$ cat src/rtl/alu_cmd_sequencer.sv
`default_nettype none
// ============================================================================
// Module   : alu_cmd_sequencer
// Purpose  : Initiator side of the alu_32 operand/result interface. Takes one
//            ALU command at a time from a valid/ready stream, drives the
//            registered operands into the combinational ALU, waits a fixed
//            settle time, captures result and flags, and returns them on a
//            valid/ready response stream with a wrapping sequence tag.
// Revision : 1.0 - initial release
// ----------------------------------------------------------------------------
// Ports
//   clk_i          clock, rising edge
//   rst_ni         asynchronous active-low reset
//   cmd_valid_i    command present
//   cmd_ready_o    sequencer idle; command accepted on valid & ready
//   cmd_a_i        operand A
//   cmd_b_i        operand B
//   cmd_sel_i      ALU operation select
//   alu_a_o        registered operand A to alu_32
//   alu_b_o        registered operand B to alu_32
//   alu_sel_o      registered select to alu_32
//   alu_out_i      alu_32 result
//   alu_carry_i    alu_32 carry out
//   alu_zero_i     alu_32 zero flag
//   alu_ovf_i      alu_32 overflow flag
//   rsp_valid_o    response present
//   rsp_ready_i    response consumer ready
//   rsp_result_o   captured ALU result
//   rsp_flags_o    captured {ovf, carry, zero}
//   rsp_tag_o      sequence number of this response
//   stat_clr_i     synchronous clear of the statistics counters
//   stat_ops_o     completed responses (saturating)
//   stat_ovf_o     completed responses with ovf set (saturating)
// Build option
//   ALU_STATS_EN   defined: statistics counters present.
//                  undefined: stat_* tied to zero, stat_clr_i ignored.
// ============================================================================
module alu_cmd_sequencer #(
  parameter int DATA_W        = 32,
  parameter int SEL_W         = 4,
  parameter int SETTLE_CYCLES = 1,
  parameter int TAG_W         = 4,
  parameter int CNT_W         = 16
) (
  input  logic              clk_i,
  input  logic              rst_ni,
  input  logic              cmd_valid_i,
  output logic              cmd_ready_o,
  input  logic [DATA_W-1:0] cmd_a_i,
  input  logic [DATA_W-1:0] cmd_b_i,
  input  logic [SEL_W-1:0]  cmd_sel_i,
  output logic [DATA_W-1:0] alu_a_o,
  output logic [DATA_W-1:0] alu_b_o,
  output logic [SEL_W-1:0]  alu_sel_o,
  input  logic [DATA_W-1:0] alu_out_i,
  input  logic              alu_carry_i,
  input  logic              alu_zero_i,
  input  logic              alu_ovf_i,
  output logic              rsp_valid_o,
  input  logic              rsp_ready_i,
  output logic [DATA_W-1:0] rsp_result_o,
  output logic [2:0]        rsp_flags_o,
  output logic [TAG_W-1:0]  rsp_tag_o,
  input  logic              stat_clr_i,
  output logic [CNT_W-1:0]  stat_ops_o,
  output logic [CNT_W-1:0]  stat_ovf_o
);

  // The settle counter only ever holds SETTLE_CYCLES-1 down to 0.
  localparam int SETTLE_CNT_W = (SETTLE_CYCLES > 1) ? $clog2(SETTLE_CYCLES) : 1;
  localparam logic [SETTLE_CNT_W-1:0] SETTLE_LOAD = SETTLE_CNT_W'(SETTLE_CYCLES - 1);

  generate
    if (SETTLE_CYCLES < 1) begin : g_bad_settle
      $error("alu_cmd_sequencer: SETTLE_CYCLES must be >= 1");
    end
  endgenerate

  typedef enum logic [1:0] {
    IDLE   = 2'd0,
    SETTLE = 2'd1,
    RESP   = 2'd2
  } state_e;

  state_e                  state_q, state_d;
  logic [SETTLE_CNT_W-1:0] settle_cnt_q, settle_cnt_d;
  logic [DATA_W-1:0]       alu_a_q, alu_a_d;
  logic [DATA_W-1:0]       alu_b_q, alu_b_d;
  logic [SEL_W-1:0]        alu_sel_q, alu_sel_d;
  logic                    rsp_valid_q, rsp_valid_d;
  logic [DATA_W-1:0]       rsp_result_q, rsp_result_d;
  logic [2:0]              rsp_flags_q, rsp_flags_d;
  logic [TAG_W-1:0]        rsp_tag_q, rsp_tag_d;
  logic [TAG_W-1:0]        tag_cnt_q, tag_cnt_d;
  logic                    w_rsp_hs;

  assign w_rsp_hs = rsp_valid_q & rsp_ready_i;

  always_ff @(posedge clk_i or negedge rst_ni) begin
    if (!rst_ni) begin
      state_q      <= IDLE;
      settle_cnt_q <= '0;
      alu_a_q      <= '0;
      alu_b_q      <= '0;
      alu_sel_q    <= '0;
      rsp_valid_q  <= 1'b0;
      rsp_result_q <= '0;
      rsp_flags_q  <= '0;
      rsp_tag_q    <= '0;
      tag_cnt_q    <= '0;
    end else begin
      state_q      <= state_d;
      settle_cnt_q <= settle_cnt_d;
      alu_a_q      <= alu_a_d;
      alu_b_q      <= alu_b_d;
      alu_sel_q    <= alu_sel_d;
      rsp_valid_q  <= rsp_valid_d;
      rsp_result_q <= rsp_result_d;
      rsp_flags_q  <= rsp_flags_d;
      rsp_tag_q    <= rsp_tag_d;
      tag_cnt_q    <= tag_cnt_d;
    end
  end

  always_comb begin
    state_d      = state_q;
    settle_cnt_d = settle_cnt_q;
    alu_a_d      = alu_a_q;
    alu_b_d      = alu_b_q;
    alu_sel_d    = alu_sel_q;
    rsp_valid_d  = rsp_valid_q;
    rsp_result_d = rsp_result_q;
    rsp_flags_d  = rsp_flags_q;
    rsp_tag_d    = rsp_tag_q;
    tag_cnt_d    = tag_cnt_q;

    case (state_q)
      IDLE: begin
        // cmd_ready is high throughout IDLE, so valid alone is the handshake.
        if (cmd_valid_i) begin
          alu_a_d      = cmd_a_i;
          alu_b_d      = cmd_b_i;
          alu_sel_d    = cmd_sel_i;
          settle_cnt_d = SETTLE_LOAD;
          state_d      = SETTLE;
        end
      end
      SETTLE: begin
        if (settle_cnt_q == '0) begin
          rsp_result_d = alu_out_i;
          rsp_flags_d  = {alu_ovf_i, alu_carry_i, alu_zero_i};
          rsp_tag_d    = tag_cnt_q;
          rsp_valid_d  = 1'b1;
          state_d      = RESP;
        end else begin
          settle_cnt_d = settle_cnt_q - SETTLE_CNT_W'(1);
        end
      end
      RESP: begin
        // Operands are left in place after the response so the ALU inputs
        // do not toggle needlessly.
        if (w_rsp_hs) begin
          rsp_valid_d = 1'b0;
          tag_cnt_d   = tag_cnt_q + TAG_W'(1);
          state_d     = IDLE;
        end
      end
      default: begin
        state_d = IDLE;
      end
    endcase
  end

  assign cmd_ready_o  = (state_q == IDLE);
  assign alu_a_o      = alu_a_q;
  assign alu_b_o      = alu_b_q;
  assign alu_sel_o    = alu_sel_q;
  assign rsp_valid_o  = rsp_valid_q;
  assign rsp_result_o = rsp_result_q;
  assign rsp_flags_o  = rsp_flags_q;
  assign rsp_tag_o    = rsp_tag_q;

`ifdef ALU_STATS_EN
  logic [CNT_W-1:0] stat_ops_q;
  logic [CNT_W-1:0] stat_ovf_q;

  // Clear wins over a same-cycle handshake; both counters stick at all-ones.
  always_ff @(posedge clk_i or negedge rst_ni) begin
    if (!rst_ni) begin
      stat_ops_q <= '0;
      stat_ovf_q <= '0;
    end else if (stat_clr_i) begin
      stat_ops_q <= '0;
      stat_ovf_q <= '0;
    end else if (w_rsp_hs) begin
      if (!(&stat_ops_q)) begin
        stat_ops_q <= stat_ops_q + CNT_W'(1);
      end
      if (rsp_flags_q[2] && !(&stat_ovf_q)) begin
        stat_ovf_q <= stat_ovf_q + CNT_W'(1);
      end
    end
  end

  assign stat_ops_o = stat_ops_q;
  assign stat_ovf_o = stat_ovf_q;
`else
  logic unused_stat_clr;
  assign unused_stat_clr = stat_clr_i;
  assign stat_ops_o      = '0;
  assign stat_ovf_o      = '0;
`endif

endmodule
`default_nettype wire

$ cat config.mk
export PLATFORM = sky130hd
export DESIGN_NAME = alu_cmd_sequencer
export DESIGN_NICKNAME = d
export VERILOG_FILES = /design/src/rtl/alu_cmd_sequencer.sv
export SDC_FILE = /design/constraint.sdc
export NUM_CORES = 1
export LEC_CHECK = 0
export CAP_MARGIN = 20
export CORE_ASPECT_RATIO = 0.5
export CORE_MARGIN = 5
export CORE_UTILIZATION = 30
export DETAILED_ROUTE_END_ITERATION = 8
export PLACE_DENSITY_LB_ADDON = 0.2
export SLEW_MARGIN = 20
export SYNTH_ARGS = -nofsm -noshare
export SYNTH_HDL_FRONTEND = slang
export SYNTH_SLANG_ARGS = --single-unit
$ cat constraint.sdc
create_clock -name clk_i -period 1.75 [get_ports clk_i]
set_input_delay 0.2625 -clock clk_i [delete_from_list [all_inputs] [get_ports clk_i]]
set_output_delay 0.2625 -clock clk_i [all_outputs]
set_load 0.01 [all_outputs]
==> run metrics, run 1 <==
worst hold-check path type primary input to asynchronous set/reset pin; reg2reg start state_q[0]; Synth area leaders dfrtp_1 63%, mux2_2 24%, buf_4 5.3%; switching power 3970 uW; first-pass GRT wire length 18200 um; CTS buffer count 17; htree depth 4; placed insts 694; Die Height 97.1 um; DRT Wirelength 11400 um; P&R area growth vs syn 64.7%; Int Power 9990 uW; Leak Pwr 0.00315 uW; mean post-synth cell area 16.0 um2; core area 14700 um2; area of the multi-input gates 1490 um2; crit-path max cell delay 0.58 ns; die width 184 um; wire per inst 15.7 um; Clock Latency Late Sink 0.40 ns; post-route clock period utilization 93.6%; pin count of the biggest net entering global routing 38; row cnt 31; vias in the first global route 3293; Pre-antenna DRT Iters 3; Worst Setup End Kind output pin; Mapped Cells 285; placed cell areas 6890 um2; arrival time worst endpoint 1.38 ns; Mapped Area 4550 um2; GRT overflow 0; Fmax 0.610 GHz; Boundary Pins 249; Storage cell area 2850 um2; Ys Warns 0; cell area after layout 7490 um2; die area 17900 um2; Clock Path Buffers 2; Crit Path Category flip-flop to output pin; root buffer cell clkbuf_16; DRC Markers 0; pre-CTS setup slack 0.140 ns; sequential cell fraction of total power 33.4%; Final Hold Viols 0; Starting Density 31.0%; setup_tns 0 ns; Final Slew Violations 0; post-synth top area share 62.7%; sequential share of the synthesized area 62.7%; RSZ-0062 raised after global routing false; Comb power frac 41.8%; antenna-violating nets left 0; Ant. Diodes 0; Critical Path RT 1.49 ns; GPL Wtd Cong 0.701; nets 625; crit path launch type flip-flop; Worst Clk Skew 0.0111 ns; cell family with the largest share of critical-path delay buffers and inverters; switching share of power 28.4%; share of layout cells above drive strength 1 28.5%; Port Buffers 215; max-capacitance violation count 0; leading area contributor after synthesis dfrtp_1; setup slack, reg-to-reg 0.30 ns; CP Max Fanout 5; worst reg2reg path depth 4; initial antenna violation count 0; post-layout min period 1.64 ns; Tot GR Track Use 13.0%; Max transition margin 66.0%; TritonCTS clock tree done; VDD IR max 0.635 mV; Reg clk slew, reported paths 0.06 ns; 1st-iter DRT viols 85; Fill cells 1298; Crit-path slowest cell clkdlybuf4s50_1; clock share of power 24.8%; RR Endpoint alu_sel_o[3]; Netlist cell types 19; via/cell ratio 4.09; CP Cell Sequence clkdlybuf4s50_1; via count 2975; setup ws final 0.111 ns; pwr/cell area 1860 nW/um2; run status finished, final reports clean; worst-margin pin slew 0.510 ns; Crit path buffers/inverters 1; fin cells 727; Detail Placement HPWL 8780 um; Synth Register Bits 114; TritonCTS Sinks 114; hold_ws 0.379 ns; Final Setup Violations 0; number of setup buffers added after CTS 0
## final cells by class
class | count | area share [%]
Timing Repair Buffer | 226 | 30.8
Clock inverter | 13 | 2.15
Sequential cell | 114 | 38.1
Clock buffer | 19 | 5.78
Multi-Input combinational cell | 157 | 19.9
Tap cell | 198 | 3.31
## power by group through the flow
stage / clock network (uW) / logic [uW] / registers [uW]
2_1_floorplan: 0 / 1970 / 5290
3_3_place_gp: 0 / 5940 / 4650
3_5_place_dp: 0 / 5970 / 4700
4_1_cts: 3570 / 5980 / 4690
5_1_grt: 3700 / 6210 / 4870
6_report: 3460 / 5840 / 4660
## routing by layer
layer / share of wire, % / track usage, % / vias up
met5: 0 / 0 / -
met4: 0.82 / 4.20 / 0
met3: 6.0 / 3.66 / 6
met2: 58 / 25.3 / 91
met1: 35 / 13.4 / 1491
li1: - / - / 1387
## logic make-up after synthesis
family	Yosys count	synth area share (%)
XOR/XNOR	3	0.578
AO/OA/AOI/OAI	2	0.330
buffers and inverters	45	7.18
multiplexers	107	27.2
flip-flops	114	62.7
AND/OR/NAND/NOR	12	1.62
other	1	0.0824
adder cells (fa/ha/maj)	1	0.275
## flip-flops by register name, indices dropped and copies added (netlist names)
register,flops
rsp_result_o,32
state_q,2
rsp_valid_o,1
tag_cnt_q,4
alu_sel_o,4
alu_b_o,32
rsp_flags_o,3
rsp_tag_o,4
alu_a_o,32
## cells in the final DEF, fill, tap and decap left out, types with 2 or more instances in the layout
master and count:
clkinvlp_4 4, clkinv_2 3, clkinv_4 2, conb_1 32, buf_12 6, mux2_4 9
buf_4 5, clkdlybuf4s50_1 213, bufinv_16 3, a21o_1 2, xnor2_1 3, mux2_2 98
nand2_1 5, dfrtp_1 114, clkbuf_1 2, clkbuf_16 17
## synth_stat cells
library cell,number
nor2_2,1
nand4_1,1
ha_1,1
conb_1,1
buf_2,9
mux2_2,98
buf_8,1
nand2_1,5
and2b_1,2
and2_4,1
buf_4,32
buf_6,2
nand4b_1,1
clkbuf_1,1
and4b_1,1
mux2_4,9
xnor2_1,3
a21o_1,2
dfrtp_1,114
## per-stage QoR
step | util (%) | power (uW)
finish | 51.1 | 14000
global route | 51.1 | 14800
CTS | 51.1 | 14200
detailed placement | 47.0 | 10700
global placement | 47.0 | 10600
floorplan | - | 7260
## timing repair
| item | in CTS | in global routing |
|---|---|---|
| gates resized for setup | 1 | 0 |
| setup endpoints to repair | 1 | 0 |
| hold buffers | 1 | 0 |
| endpoints found under the hold margin | 33 | 0 |
## worst max-delay path by stage
stage | from | endpoint | slack, ns | cells past startpoint
5_1_grt | rsp_valid_o | rsp_valid_o | 0.05 | 1
6_report | rsp_valid_o | rsp_valid_o | 0.11 | 1
3_3_place_gp | cmd_valid_i | alu_b_o[17] | 0.15 | 4
2_1_floorplan | state_q[0] | alu_b_o[18] | 0.24 | 6
4_1_cts | rsp_valid_o | rsp_valid_o | 0.08 | 1
3_5_place_dp | cmd_valid_i | alu_b_o[14] | 0.14 | 4
(Power assumes the default switching activity.)
==> inputs of run 2 (changes only) <==
- ABC_AREA: unset -> 1
- PLACE_DENSITY_LB_ADDON: 0.2 -> 0.12
- SETUP_SLACK_MARGIN: unset -> 0.2
==> run 2 against run 1 <==
Net effect: sequential cell count is the same; critical path type unchanged; synthesized cell count grew 84%; via count grew 34%; setup slack gained 0.17 ns; largest cell class unchanged; worst hold slack lost 0.054 ns; core utilization shrank 2.7 points.
==> run metrics, run 2 <==
total power 12700 uW; CTS buffer count 17; Detail Placement HPWL 9450 um; placed cell areas 6910 um2; P&R area growth vs syn 59.5%; nets 853; crit path launch type flip-flop; root buffer cell clkbuf_16; worst hold-check path type primary input to asynchronous set/reset pin; number of setup buffers added after CTS 0; post-route clock period utilization 83.7%; 1st-iter DRT viols 149; Max transition margin 57.5%; Critical Path End cmd_ready_o; DRC Markers 0; via count 3982; via/cell ratio 4.15; Crit Path Category flip-flop to output pin; count leader, synth nand2_1; Fill cells 1504; die width 186 um; setup_tns 0 ns; Boundary Pins 249; reg2reg start state_q[0]; RSZ-0062 raised after global routing false; RR Endpoint rsp_tag_o[0]; Leak Pwr 0.00399 uW; core area 15300 um2; setup slack, reg-to-reg 0.33 ns; Ys Warns 0; Final Slew Violations 0; Synth area leaders dfrtp_1 62%, nand2_1 24%, buf_4 5.3%; pre-CTS setup slack 0.120 ns; Ant. Diodes 0; first-pass GRT wire length 21700 um; TritonCTS Sinks 114; commonest non-fill, non-tap cells in the layout 297 x nand2_1, 114 x dfrtp_1, 105 x clkdlybuf4s50_1; commonest non-fill, non-tap cell in the layout nand2_1; worst reg2reg path depth 5; Mapped Cells 524; Port Buffers 215; Clock Latency Late Sink 0.40 ns; sequential share of the synthesized area 61.6%; Post-synth EDFFs 0; Netlist cell types 16; setup ws final 0.286 ns; cell area after layout 7390 um2; VDD IR max 0.872 mV; die area 18200 um2; CP Max Fanout 4; Fmax 0.683 GHz; Mapped Area 4630 um2; post-synth top area share 61.6%; wire per inst 14.1 um; Worst Setup End Kind output pin; TritonCTS clock tree done; htree depth 4; GPL Wtd Cong 0.718; most common flop cell mapped by yosys dfrtp_1; pin count of the biggest net entering global routing 58; asr flop ratio synth 100%; vias in the first global route 4067; max-capacitance violation count 0; pwr/cell area 1720 nW/um2; Synth Register Bits 114; mean post-synth cell area 8.84 um2; antenna-violating nets left 0; Critical Path RT 1.49 ns; arrival time worst endpoint 1.20 ns; Reg clk slew, reported paths 0.06 ns; initial antenna violation count 0; Worst Clk Skew 0.0116 ns; Starting Density 30.4%; Die Height 97.9 um; share of layout cells above drive strength 1 5.95%; Final Setup Violations 0; Worst Setup SP state_q[1]; run status finished, final reports clean; top post-synthesis cells by count 297 x nand2_1, 114 x dfrtp_1, 39 x nand3_1; leading area contributor after synthesis dfrtp_1; post-layout min period 1.46 ns; Pre-antenna DRT Iters 4; worst-margin pin slew 0.637 ns; Final Hold Viols 0; DRT Wirelength 13500 um; row cnt 32; Clock Path Buffers 2; Tot GR Track Use 14.9%; GRT overflow 0
[run 2: through the flow]
step	util, %	std cells	hold WS (ns)
after global routing	48.4	960	0.356
final	48.4	960	0.324
after floorplan	-	555	-0.0331
after global placement	45.3	928	0.206
after detailed placement	45.3	928	0.212
after CTS	48.3	960	0.326
[run 2: area by class of cell]
class	instances	area [um2]	area share, %
clock buffer	20	447	6.05
timing repair buffer	228	2180	29.5
tap	204	255	3.46
sequential	114	2850	38.6
inverter	6	22.5	0.305
multi-input combinational	377	1490	20.2
clock inverter	11	138	1.86
[run 2: where the power goes]
group | switching (uW) | leakage, uW | total (uW) | internal, uW
Sequential | 637 | 0.00141 | 4520 | 3890
Combinational | 2630 | 0.00230 | 4750 | 2120
Clock | 1180 | 0.000281 | 3430 | 2250
[run 2: cell families (layout without fill, tap and decap cells)]
logic type / after synthesis / count (layout) / synth area share [%]
fa+ha+maj: 1 / 1 / 0.270
compound gates: 3 / 3 / 0.324
simple gates: 340 / 340 / 28.8
xor+xnor: 1 / 1 / 0.189
other cells: 1 / 32 / 0.0810
buf+inv: 64 / 265 / 8.70
flops: 114 / 114 / 61.6
[run 2: timing repair]
action	CTS	global route
endpoints found under the hold margin	23	0
gates cloned	0	0
hold buffers	1	0
setup endpoints to repair	105	5
gates resized for setup	105	5
[run 2: routing by layer]
| metal | track usage [%] | share of wire, % |
|---|---|---|
| met1 | 18.3 | 42 |
| met2 | 25.1 | 49 |
| met3 | 4.95 | 8.6 |
| met4 | 4.42 | 1.0 |
| met5 | 0 | 0 |
[run 2: worst max-delay path, cell delays in order (launching register included)]
cell	delay, ns
dfrtp_1	0.41
nor2_2	0.13
clkdlybuf4s15_1	0.27
[run 2: how the worst min path moves through the flow]
stage / from / end / slack [ns]
after detailed placement: rst_ni / alu_a_o[25] / 0.21
after global routing: rst_ni / alu_b_o[31] / 0.36
after CTS: rst_ni / alu_a_o[25] / 0.33
after global placement: rst_ni / alu_a_o[10] / 0.21
after floorplan: rst_ni / alu_a_o[0] / -0.03
final: rst_ni / alu_a_o[25] / 0.32
==> edit 1, RTL diff (config.mk and constraints of run 2) <==
The parameter `DATA_W` goes from 32 to 16.
--- a/src/rtl/alu_cmd_sequencer.sv
+++ b/src/rtl/alu_cmd_sequencer.sv
@@ -36,7 +36,7 @@
 //                  undefined: stat_* tied to zero, stat_clr_i ignored.
 // ============================================================================
 module alu_cmd_sequencer #(
-  parameter int DATA_W        = 32,
+  parameter int DATA_W        = 16,
   parameter int SEL_W         = 4,
   parameter int SETTLE_CYCLES = 1,
   parameter int TAG_W         = 4,
Interface: changed (6 resized); port bits go from 249 to 153. The function was not compared with the original's and may differ.
==> edit 1 against run 2 <==
Non-clock buffer count shrank 104. Maximum frequency shrank 1.5%. Clock power shrank 50%. Final area shrank 42%. Worst setup slack lost 0.022 ns. Synthesized area shrank 39%. Sequential cell count shrank 48. Power shrank 41%. Die area shrank 36%. Global-route usage shrank 2.6 points. Routed wire length shrank 48%. Critical path type unchanged. Largest cell class unchanged.
==> edit 1: results (changes against run 2) <==
- R2R Setup Slk: 0.40 ns (was 0.33 ns)
- Worst path top cell family by delay: buffers and inverters (was flip-flops)
- Port buffer count: 119 (was 215)
- Max FO, Critical Path: 2 (was 4)
- WP data arrival: 1.22 ns (was 1.20 ns)
- Status: completed (unchanged)
- Crit path largest cell delay: 0.57 ns (was 0.41 ns)
- Via count: 2330 (was 3982)
- Starting DRT DRC Count: 125 (was 149)
- #MultiIn Comb: 233 (was 377)
- Peak Freq: 673 MHz (was 683 MHz)
- WL met3: 476 um (was 1.16 mm)
- Sequential area share after synthesis: 0.585 (was 0.616)
- Skew-Pair Late Insertion Delay: 0.32 ns (was 0.40 ns)
- Multi-input combinational cell area: 948 um^2 (was 1490 um^2)
- Critical-path top delay cell: clkdlybuf4s50_1 (was dfrtp_1)
- Reg2Reg Capture Point: tag_cnt_q[3] (was rsp_tag_o[0])
- Vias/cell: 4.12 (was 4.15)
- Critical Path End: alu_b_o[1] (was cmd_ready_o)
- Number of global-route vias before repair: 2415 (was 4067)
- Wire length of the first global-routing pass: 11.4 mm (was 21.7 mm)
- Syn-to-layout area delta: 52.5% (was 59.5%)
- Power Internal: 5.00 mW (was 8.26 mW)
- Wirelength, routed: 6.97 mm (was 13.5 mm)
- Pin count of the biggest net entering global routing: 67 (was 58)
- NonClk Buf Share: 0.288 (was 0.295)
- Post-layout nets: 501 (was 853)
- Worst Hold Class: reg -> reg (was in -> async)
- FF-to-FF path depth: 6 (was 5)
- Distinct cell type count after synthesis: 18 (was 16)
- Non-CTS buffers: 124 (was 228)
- Routed length on met2: 3.44 mm (was 6.58 mm)
- Inst Count DP: 549 (was 928)
- Met2 usage: 0.209 (was 0.251)
- Synth top cells by count: nand2_1 (168), dfrtp_1 (66), buf_4 (32), nand3_1 (23), buf_2 (6) (was nand2_1 (297), dfrtp_1 (114), nand3_1 (39), buf_4 (33), buf_2 (19))
- Cts bufs inserted: 9 (was 17)
- DP HPWL: 4.94 mm (was 9.45 mm)
- Met3 usage: 0.0415 (was 0.0495)
- Num tapcells: 121 (was 204)
- Share of cells above drive strength 1: 0.0495 (was 0.0595)
- Sequential share of cell area: 0.383 (was 0.386)
- Clock buffer count: 12 (was 20)
- M1 WL: 2.95 mm (was 5.61 mm)
- Critical path startpoint: alu_b_o[1] (was state_q[1])
- H-tree depth: 3 (was 4)
- Synth area leaders: dfrtp_1 (58%), nand2_1 (22%), buf_4 (8.5%) (was dfrtp_1 (62%), nand2_1 (24%), buf_4 (5.3%))
- Clock buf/inv share: 0.0665 (was 0.0791)
- Dpl ws: 0.237 ns (was 0.120 ns)
-- edit 1: cell count changes after synthesis, moves of 13 or more --
cell     delta
buf_2      -13
nand2_1   -129
dfrtp_1    -48
nand3_1    -16
-- edit 1: kinds of logic (layout without fill, tap and decap cells) --
| family | count (synthesis) | in the layout | share of synthesized area |
|---|---|---|---|
| buffers and inverters | 51 | 145 | 0.123 |
| xor gates and xnor gates | 1 | 1 | 0.00310 |
| and+or+nand+nor | 196 | 196 | 0.279 |
| DFF | 66 | 66 | 0.585 |
| adders and majority gates | 1 | 1 | 0.00443 |
| other | 1 | 32 | 0.00133 |
| AOI/OAI and AO/OA | 3 | 3 | 0.00531 |
-- edit 1: power groups by stage --
stage               registers (mW)  logic [mW]  clock network, mW
global route                  2.79        3.41               1.84
global placement              2.68        3.11                  0
CTS                           2.69        3.15               1.78
finish                        2.68        3.09               1.71
floorplan                     2.96        1.13                  0
detailed placement            2.70        3.15                  0
==> edit 2, RTL diff (flow settings as in run 2) <==
Without the edit above. Put one more register stage on the output `rsp_flags_o`, without a reset. The value now appears one clock later. The other outputs are not delayed to match.
--- a/src/rtl/alu_cmd_sequencer.sv
+++ b/src/rtl/alu_cmd_sequencer.sv
@@ -177,7 +177,9 @@
   assign alu_sel_o    = alu_sel_q;
   assign rsp_valid_o  = rsp_valid_q;
   assign rsp_result_o = rsp_result_q;
-  assign rsp_flags_o  = rsp_flags_q;
+  always_ff @(posedge clk_i) begin
+    rsp_flags_o <= rsp_flags_q;
+  end
   assign rsp_tag_o    = rsp_tag_q;
 
 `ifdef ALU_STATS_EN
Check against the original RTL: not equivalent (Yosys sat finds a counterexample within 4 cycles, from zero or initial values and one cycle with rst_ni low).
==> edit 2 against run 2 <==
Synthesized area increased by 1.3%. Sequential power increased by 3%. Worst setup slack got worse by 0.035 ns. Register-to-register slack improved by 0.04 ns. Global-route usage decreased by 0.25 points. Final area increased by 1.0%. Maximum frequency decreased by 2.4%. Sequential share of layout area increased by 0.44 points. Routed wire length decreased by 0.59%. Power increased by 1.2%. Clock skew decreased by 0.0018 ns. Count of clock-buffer cells in the layout decreased by 2. Sequential cell count increased by 3. Highest routed layer unchanged.
==> edit 2: results (changes against run 2) <==
- Gr usage total: 0.147 (was 0.149)
- R2R Setup Slk: 0.37 ns (was 0.33 ns)
- Setup violators final: 0 (unchanged)
- XOR/XNOR Fraction of Synth Area: 0.00187 (was 0.00189)
- Leak Pwr: 3.99 nW (about the same)
- Critical-path top delay cell: clkdlybuf4s50_1 (was dfrtp_1)
- Min Tclk post-route: 1.50 ns (was 1.46 ns)
- Routing usage on met1: 0.168 (was 0.183)
- DP HPWL: 9.50 mm (was 9.45 mm)
- Crit path largest cell delay: 0.53 ns (was 0.41 ns)
- Syn-to-layout area delta: 59.0% (was 59.5%)
- Comb pwr: 4.76 mW (was 4.75 mW)
- Dpl ws: 0.222 ns (was 0.120 ns)
- Peak VDD IR: 0.000879 V (was 0.000872 V)
- WL met3: 900 um (was 1.16 mm)
- Number of global-route vias before repair: 4138 (was 4067)
- Share of cells above drive strength 1: 0.0670 (was 0.0595)
- Power, Total: 12.9 mW (was 12.7 mW)
- Routed length on met2: 6.71 mm (was 6.58 mm)
- Vias/cell: 4.14 (was 4.15)
- Syn avg cell area: 8.90 um^2 (was 8.84 um^2)
- Worst Hold Class: in -> async (unchanged)
- Pin count of the biggest net entering global routing: 55 (was 58)
- Synth area leaders: dfrtp_1 (61%), nand2_1 (24%), buf_4 (5.3%) (was dfrtp_1 (62%), nand2_1 (24%), buf_4 (5.3%))
- Post-layout nets: 857 (was 853)
- Worst path top cell family by delay: buffers and inverters (was flip-flops)
- Inst Count DP: 932 (was 928)
- Clock skew: 0.00978 ns (was 0.0116 ns)
- Area after DPL: 6980 um^2 (was 6910 um^2)
- Wire length of the first global-routing pass: 21.8 mm (was 21.7 mm)
- Via count: 3998 (was 3982)
- Skew-Pair Late Insertion Delay: 0.40 ns (about the same)
- Switching Fraction: 0.357 (was 0.350)
- Max FO, Critical Path: 1 (was 4)
- Met3 usage: 0.0534 (was 0.0495)
- Synth Area in Adders: 0.00267 (was 0.00270)
- M1 WL: 5.63 mm (was 5.61 mm)
- Critical path startpoint: rsp_flags_o[2] (was state_q[1])
- Wire length per cell: 13.9 um (was 14.1 um)
- Fillers: 1484 (was 1504)
- Async SR Flop Fraction: 0.974 (was 1.00)
- Synth Area in Compound Gates: 0.00320 (was 0.00324)
- Seq pwr share: 0.361 (was 0.356)
- Cts bufs inserted: 17 (unchanged)
- Status: completed (unchanged)
- Starting DRT DRC Count: 130 (was 149)
- WHS: 0.237 ns (was 0.324 ns)
- WP data arrival: 1.24 ns (was 1.20 ns)
- Sequential area share after synthesis: 0.621 (was 0.616)
- Routability cong.: 0.730 (was 0.718)
- Distinct cell type count after synthesis: 17 (was 16)
- Met2 usage: 0.258 (was 0.251)
- H-tree depth: 4 (unchanged)
## edit 2: cell types whose count changed after synthesis, sizes merged
| cell | delta |
|---|---|
| dfxtp | +3 |
## edit 2: what timing repair did
| item | in CTS | in global routing |
|---|---|---|
| setup buffers | 0 | 0 |
| hold endpoints to repair | 38 | 0 |
| pin swaps | 0 | 0 |
| gates resized for setup | 106 | 4 |
| hold buffers | 1 | 0 |
| cloned | 0 | 0 |
| endpoints found under the setup margin | 106 | 32 |
## edit 2: final timing paths
check,endpoint,cells past startpoint
worst max-delay path,rsp_flags_o[2],1
worst min-delay path,alu_a_o[27],2
worst max register to register,rsp_tag_o[0],5
worst min register to register,rsp_flags_o[0],0
max in group asynchronous,state_q[1],3
min in group clk_i,rsp_flags_o[0],0
## edit 2: layout make-up
type,count,area share
multi-input cells,377,0.201
clock buffers,18,0.0589
repair buffers,229,0.292
flip-flops and latches,117,0.391
clock inverters,14,0.0205
inverters,6,0.00302
well taps,204,0.0342
